==> config.mk <==
export PLATFORM = sky130hd
export DESIGN_NAME = s27_array
export DESIGN_NICKNAME = d
export VERILOG_FILES = /design/src/rtl/s27_array_pkg.sv /design/src/rtl/s27_core.sv /design/src/rtl/s27_array.sv
export SDC_FILE = /design/constraint.sdc
export NUM_CORES = 1
export LEC_CHECK = 0
export ABC_AREA = 1
export CAP_MARGIN = 5
export CORE_ASPECT_RATIO = 1.5
export CORE_UTILIZATION = 45
export DETAILED_ROUTE_END_ITERATION = 10
export HOLD_SLACK_MARGIN = 0.02
export PLACE_DENSITY = 0.85
export SLEW_MARGIN = 40
export SYNTH_ARGS = -nofsm -noshare
export SYNTH_HDL_FRONTEND = slang
export SYNTH_HIERARCHICAL = 1
export SYNTH_SLANG_ARGS = --single-unit
==> constraint.sdc <==
create_clock -name blif_clk_net -period 1.1 [get_ports blif_clk_net]
set_input_delay 0.11 -clock blif_clk_net [delete_from_list [all_inputs] [get_ports blif_clk_net]]
set_output_delay 0.11 -clock blif_clk_net [all_outputs]
set_load 0.05 [all_outputs]
==> src/rtl/s27_array_pkg.sv <==
// rtl/s27_array_pkg.sv - shared constants and types for the s27_array kernel bundle
package s27_array_pkg;

    localparam int STATE_W = 3;

    // Bit positions of the kernel state flops inside s27_state_t
    localparam int G5_IDX = 2;
    localparam int G6_IDX = 1;
    localparam int G7_IDX = 0;

    typedef logic [STATE_W-1:0] s27_state_t;

endpackage

==> src/rtl/s27_core.sv <==
// rtl/s27_core.sv - one s27 kernel channel: output logic, state, hit counter, optional scan (S27_ARRAY_SCAN_CHAIN_EN)
module s27_core
    import s27_array_pkg::*;
#(
    parameter int CNT_W = 8
) (
    input  logic             clk,
    input  logic             rst,
    input  logic             en,
    input  logic             g0,
    input  logic             g1,
    input  logic             g2,
    input  logic             g3,
`ifdef S27_ARRAY_SCAN_CHAIN_EN
    input  logic             scan_en,
    input  logic             scan_in,
    output logic             scan_out,
`endif
    output logic             g17,
    output s27_state_t       state,
    output logic [CNT_W-1:0] hit_cnt
);

    localparam logic [CNT_W-1:0] CNT_ONE = {{(CNT_W-1){1'b0}}, 1'b1};
    localparam logic [CNT_W-1:0] CNT_MAX = {CNT_W{1'b1}};

    s27_state_t       state_q;
    s27_state_t       state_d;
    logic [CNT_W-1:0] hit_q;
    logic [CNT_W-1:0] hit_d;

    logic n19;
    logic n20;
    logic n21;
    logic g17_c;

    // Kernel output, purely combinational from inputs and current state
    always_comb begin
        n19   = g0 | ~state_q[G6_IDX];
        n20   = state_q[G7_IDX] | g1;
        n21   = ~g3 | n20;
        g17_c = state_q[G5_IDX] | (n19 & n21);
    end

    // Next state and saturating hit count; scan shift overrides the functional step
    always_comb begin
        state_d = state_q;
        hit_d   = hit_q;
`ifdef S27_ARRAY_SCAN_CHAIN_EN
        if (scan_en) begin
            // Shift toward G7: G5 takes the incoming bit, G7 falls out to the next channel
            state_d = {scan_in, state_q[G5_IDX], state_q[G6_IDX]};
        end else
`endif
        if (en) begin
            state_d[G5_IDX] = g0 & g17_c;
            state_d[G6_IDX] = ~g17_c;
            state_d[G7_IDX] = ~g2 & n20;
            if (g17_c && (hit_q != CNT_MAX)) begin
                hit_d = hit_q + CNT_ONE;
            end
        end
    end

    // State and counter registers with synchronous reset taking priority
    always_ff @(posedge clk) begin
        if (rst) begin
            state_q <= '0;
            hit_q   <= '0;
        end else begin
            state_q <= state_d;
            hit_q   <= hit_d;
        end
    end

    assign g17     = g17_c;
    assign state   = state_q;
    assign hit_cnt = hit_q;
`ifdef S27_ARRAY_SCAN_CHAIN_EN
    assign scan_out = state_q[G7_IDX];
`endif

endmodule

==> src/rtl/s27_array.sv <==
// rtl/s27_array.sv - CHANNELS parallel s27 kernels with global step counter, optional scan chain (S27_ARRAY_SCAN_CHAIN_EN)
module s27_array
    import s27_array_pkg::*;
#(
    parameter int CHANNELS = 4,
    parameter int CNT_W    = 8,
    parameter int CYC_W    = 16
) (
    input  logic                        blif_clk_net,
    input  logic                        blif_reset_net,
    input  logic                        en,
    input  logic [CHANNELS-1:0]         g0,
    input  logic [CHANNELS-1:0]         g1,
    input  logic [CHANNELS-1:0]         g2,
    input  logic [CHANNELS-1:0]         g3,
`ifdef S27_ARRAY_SCAN_CHAIN_EN
    input  logic                        scan_en,
    input  logic                        scan_in,
    output logic                        scan_out,
`endif
    output logic [CHANNELS-1:0]         g17,
    output logic [STATE_W*CHANNELS-1:0] state_q,
    output logic [CNT_W*CHANNELS-1:0]   hit_cnt,
    output logic [CYC_W-1:0]            cycle_cnt
);

    localparam logic [CYC_W-1:0] CYC_ONE = {{(CYC_W-1){1'b0}}, 1'b1};

    logic [CYC_W-1:0] cycle_cnt_q;
    logic [CYC_W-1:0] cycle_cnt_d;

`ifdef S27_ARRAY_SCAN_CHAIN_EN
    // scan_link[i] feeds channel i; channel 0 G5 is the head, last channel G7 the tail
    logic [CHANNELS:0] scan_link;
    assign scan_link[0] = scan_in;
    assign scan_out     = scan_link[CHANNELS];
`endif

    for (genvar i = 0; i < CHANNELS; i++) begin : g_ch
        s27_core #(
            .CNT_W (CNT_W)
        ) u_core (
            .clk      (blif_clk_net),
            .rst      (blif_reset_net),
            .en       (en),
            .g0       (g0[i]),
            .g1       (g1[i]),
            .g2       (g2[i]),
            .g3       (g3[i]),
`ifdef S27_ARRAY_SCAN_CHAIN_EN
            .scan_en  (scan_en),
            .scan_in  (scan_link[i]),
            .scan_out (scan_link[i+1]),
`endif
            .g17      (g17[i]),
            .state    (state_q[STATE_W*i +: STATE_W]),
            .hit_cnt  (hit_cnt[CNT_W*i +: CNT_W])
        );
    end

    // Global enabled-step counter, wraps naturally; frozen while scanning
    always_comb begin
        cycle_cnt_d = cycle_cnt_q;
`ifdef S27_ARRAY_SCAN_CHAIN_EN
        if (!scan_en && en) begin
            cycle_cnt_d = cycle_cnt_q + CYC_ONE;
        end
`else
        if (en) begin
            cycle_cnt_d = cycle_cnt_q + CYC_ONE;
        end
`endif
    end

    // Cycle counter register
    always_ff @(posedge blif_clk_net) begin
        if (blif_reset_net) begin
            cycle_cnt_q <= '0;
        end else begin
            cycle_cnt_q <= cycle_cnt_d;
        end
    end

    assign cycle_cnt = cycle_cnt_q;

endmodule

==> results.ini, run 1 <==
[die]
die_h_um=108
core.rowCount=38
io_pins=83
initial_core_util_pct=46.6
die_w_um=72.6

[global_routing]
overflow=691
grt_max_degree=22
grt.total_usage_pct=96.0

[logic_synthesis]
synth.net_count=554
syn_avg_cell_area_um2=6.35
synthArstFlopShare_pct=0
synth_most_common_cell=nand2_1
ys_ff_latch=60
synth_cell_types=23
synth-edff-count=0
synth_top_area_share_pct=35.7
yosysTopAreaCell=dfxtp_1
synth-main-ff-cell=dfxtp_1
yosysSeqAreaShare_pct=35.7
synth_cells=530
ys_warn_count=6
synth_area_um2=3360
synth_top_cells_by_area=dfxtp_1, nand2_1, nor2_1
ys_top_cells_by_count=nand2_1, nor2_1, dfxtp_1

[clock_network]
holdBufCountCts=0
cts_sinks=60
root_buffer=clkbuf_8
htree_num_levels=3
clockBufferDepth=2
numCtsBuffers=9

[placed_design]
placed_cells=775
pre_cts_slack_ns=-0.394
hpwl_um=8090
gp_congestion=0.878
port_buffers=82

[timing]
worstEpCategory=primary output
worst_endpoint=g17[0]

[status]
status=did not finish
error_line=[ERROR GRT-0232] Routing congestion too high. Check the congestion heatmap in the GUI.
stop_stage=5_1_grt

## metal layers
metal / GRT overflow / GRT usage, %
met5: 0 / 12.5
met4: 132 / 112
met3: 2 / 61.5
met2: 555 / 134
met1: 2 / 84.5
## kinds of logic after synthesis
kind of cell               Yosys count  share of synthesized area, %
AOI/OAI and AO/OA                   31                          4.69
adders and majority gates            5                          1.86
buffers and inverters              100                          12.8
DFF                                 60                          35.7
and+or+nand+nor                    334                          45.0
## timing repair
| item | in CTS |
|---|---|
| cloned | 4 |
| endpoints found under the setup margin | 68 |
| buffers inserted | 17 |
| resized for setup | 115 |
| pin swaps | 52 |
| endpoints found under the hold margin | 0 |
## stage by stage
stage	hold WS, ns	util, %	area [um^2]
global placement	0.480	80.9	5840
CTS	0.146	92.2	6660
floorplan	0.172	-	3770
detailed placement	0.487	80.9	5840
==> run 2, diff against run 1 <==
Settings changed: CORE_ASPECT_RATIO 1.5 to not set, CORE_UTILIZATION 45 to 38, HOLD_SLACK_MARGIN 0.02 to not set, PLACE_DENSITY 0.85 to not set, PLACE_DENSITY_LB_ADDON set to 0.15.
Clock period 1.1 ns to 1.45 ns, I/O delays scaled along.
==> results.ini, run 2 <==
[cells_and_area]
syn2layout_area_growth_pct=47.4
final_common_cell=nand2_1
final_core_util_pct=59.2
fillers=783
drive_above_1_share_pct=33.7
layout_common_cells=nand2_1, buf_4, nor2_1
multiInputGateArea_um2=1830
largest_reg_flops=32
design_area_um2=4960
final_cells=760
register_area_um2=1270
final_nets=674
antenna_cells=0

[global_routing]
overflow=0
grt_antenna_before_repair=0
grt_max_degree=21
grt_pass1_wl_um=14100
grt_pass1_vias=3161
grt.total_usage_pct=19.5

[die]
core.rowCount=33  ; -13%
io_pins=83  ; unchanged
core_um2=8380
die-area_um2=9230
die_h_um=96.1  ; -11%
initial_core_util_pct=40.1  ; -6.4 points
die_w_um=96.1  ; +32%

[critical_path]
cp-start-kind=flop
cp.required_ns=1.31
ff2ff_path_depth=8
rrSetupSlack_ns=0.09
crit_type=reg -> out
crit_path_max_fanout=3
arrival_ns=1.24
endpoint_kind=primary output
worstReg2RegEnd=g_ch[3].u_core/hit_cnt[0]
r2r-start=g_ch[3].u_core/hit_cnt[0]

[placed_design]
hpwl_um=6040  ; -25%
place_area_um2=4670  ; -20%
port_buffers=82  ; unchanged
placed_cells=738  ; -4.8%
gp_congestion=0.802  ; -8.7%

[route]
drtAntennaViolNets=0
vias=3615
initialDrtViolationCount=86
vias_per_cell=4.76
drt_wl_total_um=8480
drc=0
first_pass_iters=5
wl_per_cell_um=11.2

[clock_network]
cts_sinks=60  ; unchanged
clock_latency_ns=0.33
root_buffer=clkbuf_8
cts_tree=done
numCtsBuffers=9  ; unchanged
clockBufferDepth=2  ; unchanged
holdBufCountCts=0  ; unchanged
clk_pin_slew_ns=0.06
htree_num_levels=3  ; unchanged

[hold_path]
whs_path_depth=3
min_from=g0[2]
min_path_type=in -> reg
hold_path_end=g_ch[2].u_core/state[2]

[timing]
final_max_slew_viol_count=0
tightest_slew_ns=0.347
fin_crit_sh_pct=95.7
tns_ns=0
setup_viol=0
hold_viol=0
max_freq_ghz=0.721
slew_headroom_pct=76.8
layout_min_cycle_time_ns=1.39
skew_ns=0.00839

[logic_synthesis]
ys_top_cells_by_count=nand2_1, nor2_1, dfxtp_1
synth_top_area_share_pct=35.7  ; unchanged
yosysTopAreaCell=dfxtp_1
synth-main-ff-cell=dfxtp_1
synth_area_um2=3360  ; unchanged
ys_warn_count=6  ; unchanged
yosysSeqAreaShare_pct=35.7  ; unchanged
synthArstFlopShare_pct=0  ; unchanged
synth_cells=530  ; unchanged
syn_avg_cell_area_um2=6.35  ; unchanged
synth_top_cells_by_area=dfxtp_1, nand2_1, nor2_1
synth-edff-count=0  ; unchanged
synth_cell_types=23  ; unchanged
ys_ff_latch=60  ; unchanged
synth_most_common_cell=nand2_1
synth.net_count=554  ; unchanged

[status]
status=finished clean

[power]
leakage_nw=2.28
peakVddDrop_uv=623
power.density_nw_per_um2=774
p_total_mw=3.84

[job]
maxCapViolCount=0

==> run 2: cell counts after synthesis <==
No cell type changed its count.
==> run 2: kinds of logic (layout without fill, tap and decap cells) <==
group / count (synthesis) / after routing / synth area share [%]
compound gates: 31 / 31 / 4.69
fa+ha+maj: 5 / 5 / 1.86
flops: 60 / 60 / 35.7
buf+inv: 100 / 224 / 12.8
simple gates: 334 / 335 / 45.0
==> run 2: power by group <==
part           total [mW]  internal (mW)  switching (mW)
logic               0.796          0.327           0.468
clock network        1.29          0.647           0.639
registers            1.76           1.70          0.0567
total                3.84           2.68            1.16
==> run 2: metrics by stage <==
| stage | hold WS (ns) | setup slack, ns |
|---|---|---|
| after global placement | 0.468 | -0.130 |
| after CTS | 0.395 | 0.00153 |
| after detailed placement | 0.467 | -0.154 |
| after global routing | 0.410 | -0.00155 |
| after floorplan | 0.217 | 0.00355 |
| final | 0.414 | 0.0621 |
==> run 2: worst max path at each step <==
stage	end	slack [ns]	start
2_1_floorplan	cycle_cnt[15]	0.004	cycle_cnt[2]
3_3_place_gp	g_ch[1].u_core/hit_cnt[6]	-0.13	en
4_1_cts	g17[0]	0.002	g_ch[0].u_core/state[0]
5_1_grt	g17[0]	-0.002	g_ch[0].u_core/state[0]
3_5_place_dp	g_ch[0].u_core/hit_cnt[6]	-0.15	en
6_report	g17[0]	0.06	g_ch[0].u_core/state[0]
==> run 2: worst max-delay path, stage by stage (launching register included) <==
cell and delay [ns]:
dfxtp_4 0.36, nor2_4 0.08, nand2_1 0.06, nand2_2 0.09, nand2_4 0.06, buf_4 0.13
buf_12 0.14
==> run 2: layout make-up <==
type,count,share of cell area [%]
Clock buffer,10,2.77
Clock inverter,6,0.605
Inverter,82,6.21
Multi-Input combinational cell,371,36.8
Sequential cell,60,25.6
Tap cell,105,2.65
Timing Repair Buffer,126,25.4
==> run 2: per-layer routing <==
| metal | track usage, % | share of wire (%) |
|---|---|---|
| met1 | 25.3 | 48 |
| met2 | 31.8 | 46 |
| met3 | 4.34 | 4.7 |
| met4 | 6.09 | 1.0 |
| met5 | 0 | 0 |
==> run 2: what timing repair did <==
action,CTS,global route
resized for setup,5,20
setup buffers,6,0
endpoints found under the setup margin,4,28
cloned,0,1
pin swaps,7,9
Note: power is estimated with default switching activity, not from simulation.
==> run 3, diff against run 2 <==
Settings changed: CORE_MARGIN set to 4.
==> results.ini, run 3 (synthesized netlist as in run 2, its figures left out) <==
[clock_network]
root_buffer=clkbuf_8
clk_pin_slew_ns=0.07  ; about the same
htree_num_levels=3  ; unchanged
holdBufCountCts=0  ; unchanged
clockBufferDepth=2  ; unchanged
cts_sinks=60  ; unchanged
numCtsBuffers=9  ; unchanged
cts_tree=done
clock_latency_ns=0.33  ; about the same

[cells_and_area]
final_cells=758  ; -0.26%
final_nets=669  ; -0.74%
final_common_cell=nand2_1
syn2layout_area_growth_pct=45.9
antenna_cells=0  ; unchanged
drive_above_1_share_pct=32.5  ; -1.3 points
layout_common_cells=nand2_1, buf_4, nor2_1
final_core_util_pct=56.6  ; -2.6 points
largest_reg_flops=32  ; unchanged
design_area_um2=4910  ; -1.0%

[timing]
fin_crit_sh_pct=95.7  ; about the same
hold_viol=0  ; unchanged
max_freq_ghz=0.721  ; about the same
final_max_slew_viol_count=0  ; unchanged
tns_ns=0  ; unchanged
fin_ws_ns=0.0623  ; +0.000176 ns
slew_headroom_pct=76.9  ; about the same
setup_viol=0  ; unchanged
skew_ns=0.00879  ; +0.000406 ns
layout_min_cycle_time_ns=1.39  ; -0.000176 ns
tightest_slew_ns=0.346  ; -0.00104 ns

[global_routing]
grt_antenna_before_repair=0  ; unchanged
grt_pass1_wl_um=14600  ; +3.3%
grt_pass1_vias=3288  ; +4.0%
overflow=0  ; unchanged
grt_max_degree=35  ; +67%
grt.total_usage_pct=17.1  ; -2.4 points

[critical_path]
r2r-start=g_ch[0].u_core/hit_cnt[1]
rrSetupSlack_ns=0.11  ; +0.02 ns
cp_slowest_cell=dfxtp_2
crit_path_max_fanout=3  ; unchanged
ff2ff_path_depth=8  ; unchanged
arrival_ns=1.24  ; about the same
critPathMaxStageDelay_ns=0.33  ; -0.03 ns
endpoint_kind=primary output
crit_chain=nor2_2 > nand2_1 > nand2_2 > nand2_4 > buf_4 > buf_12
crit_type=reg -> out
worstReg2RegEnd=g_ch[0].u_core/hit_cnt[0]
path_buf_inv=2  ; unchanged
cp.required_ns=1.31  ; about the same
path_delay_family=flip-flops
cp-start-kind=flop

[power]
switchingPower_mw=1.15  ; -1.1%
seqPwrFrac_pct=46.3  ; +0.5 points
leakage_nw=2.25  ; -1.5%
clkPwrFrac_pct=32.6  ; -0.9 points
p_int_mw=2.63  ; -1.6%
swShare_pct=30.4  ; +0.12 points
power.density_nw_per_um2=771  ; -0.43%
combinationalPowerShare_pct=21.1  ; +0.4 points
peakVddDrop_uv=432  ; -31%

[hold_path]
min_from=g0[0]
min_path_type=in -> reg
whs_path_depth=3  ; unchanged
hold_path_end=g_ch[0].u_core/state[2]

[job]
maxCapViolCount=0  ; unchanged

[placed_design]
pre_cts_slack_ns=-0.171  ; -0.0169 ns
placed_cells=737  ; -0.14%
port_buffers=82  ; unchanged
gp_congestion=0.821  ; +2.4%
hpwl_um=6250  ; +3.5%
place_area_um2=4640  ; -0.56%

[route]
drt_wl_total_um=8590  ; +1.3%
vias=3600  ; -0.41%
wl_per_cell_um=11.3  ; +1.6%
drc=0  ; unchanged
drtAntennaViolNets=0  ; unchanged
initialDrtViolationCount=106  ; +23%
first_pass_iters=4  ; -1
vias_per_cell=4.75  ; -0.15%

[die]
initial_core_util_pct=38.8  ; -1.4 points
die-area_um2=10400  ; +13%
die_h_um=102  ; +6.2%
core_um2=8680  ; +3.5%
io_pins=83  ; unchanged
core.rowCount=34  ; +3.0%
die_w_um=102  ; +6.2%

[status]
status=finished clean

==> run 3: cell count changes in the layout (fill, tap and decap cells not counted), sizes merged <==
| cell | previous run | this run |
|---|---|---|
| buf | 108 | 104 |
| clkbuf | 10 | 12 |
| clkinv | 18 | 16 |
| nand2 | 153 | 152 |
==> run 3: worst max-delay path by stage <==
stage / from / to / slack, ns / depth (start not counted)
after detailed placement: en / g_ch[1].u_core/hit_cnt[5] / -0.17 / 10
after floorplan: cycle_cnt[2] / cycle_cnt[15] / 0.004 / 7
final: g_ch[1].u_core/state[0] / g17[1] / 0.06 / 6
after global routing: g_ch[1].u_core/state[0] / g17[1] / -0.02 / 6
after CTS: g_ch[1].u_core/state[0] / g17[1] / 0.008 / 6
after global placement: en / g_ch[0].u_core/hit_cnt[6] / -0.11 / 8
==> run 3: per-layer routing <==
| metal | vias up | global-route usage [%] | part of all wire [%] |
|---|---|---|---|
| met1 | 1612 | 22.6 | 48 |
| met5 | - | 0 | 0 |
| li1 | 1900 | - | - |
| met4 | 0 | 6.05 | 1.4 |
| met2 | 78 | 27.7 | 45 |
| met3 | 10 | 3.34 | 5.4 |
==> run 3: what timing repair did <==
action / in CTS / in global routing
buffers inserted: 3 / 2
endpoints found under the hold margin: 0 / 0
pin swaps: 3 / 4
endpoints found under the setup margin: 4 / 27
resized for setup: 5 / 17
==> run 3: tightest hold or removal path, delay by kind of cell <==
family	cells	cell delay, ns
buf+inv	1	0.42
simple gates	1	0.09
compound gates	1	0.05
==> run 3: power by group through the flow <==
stage | clock network (mW) | registers, mW | logic [mW]
after floorplan | 0 | 1.95 | 0.281
after global placement | 0 | 1.79 | 0.759
after detailed placement | 0 | 1.79 | 0.764
after CTS | 1.29 | 1.75 | 0.787
after global routing | 1.37 | 1.76 | 0.862
final | 1.23 | 1.75 | 0.798
==> run 3: cell type report <==
class	instances	area, um^2
timing repair buffer	122	1240
tap	108	135
multi-input combinational	370	1810
clock buffer	12	135
sequential	60	1270
inverter	82	308
fill	867	3770
clock inverter	4	17.5
==> run 3: stage by stage <==
stage	hold WS (ns)	total power, mW
3_3_place_gp	0.468	2.55
2_1_floorplan	0.217	2.24
3_5_place_dp	0.469	2.55
4_1_cts	0.395	3.83
5_1_grt	0.443	3.99
6_report	0.417	3.78
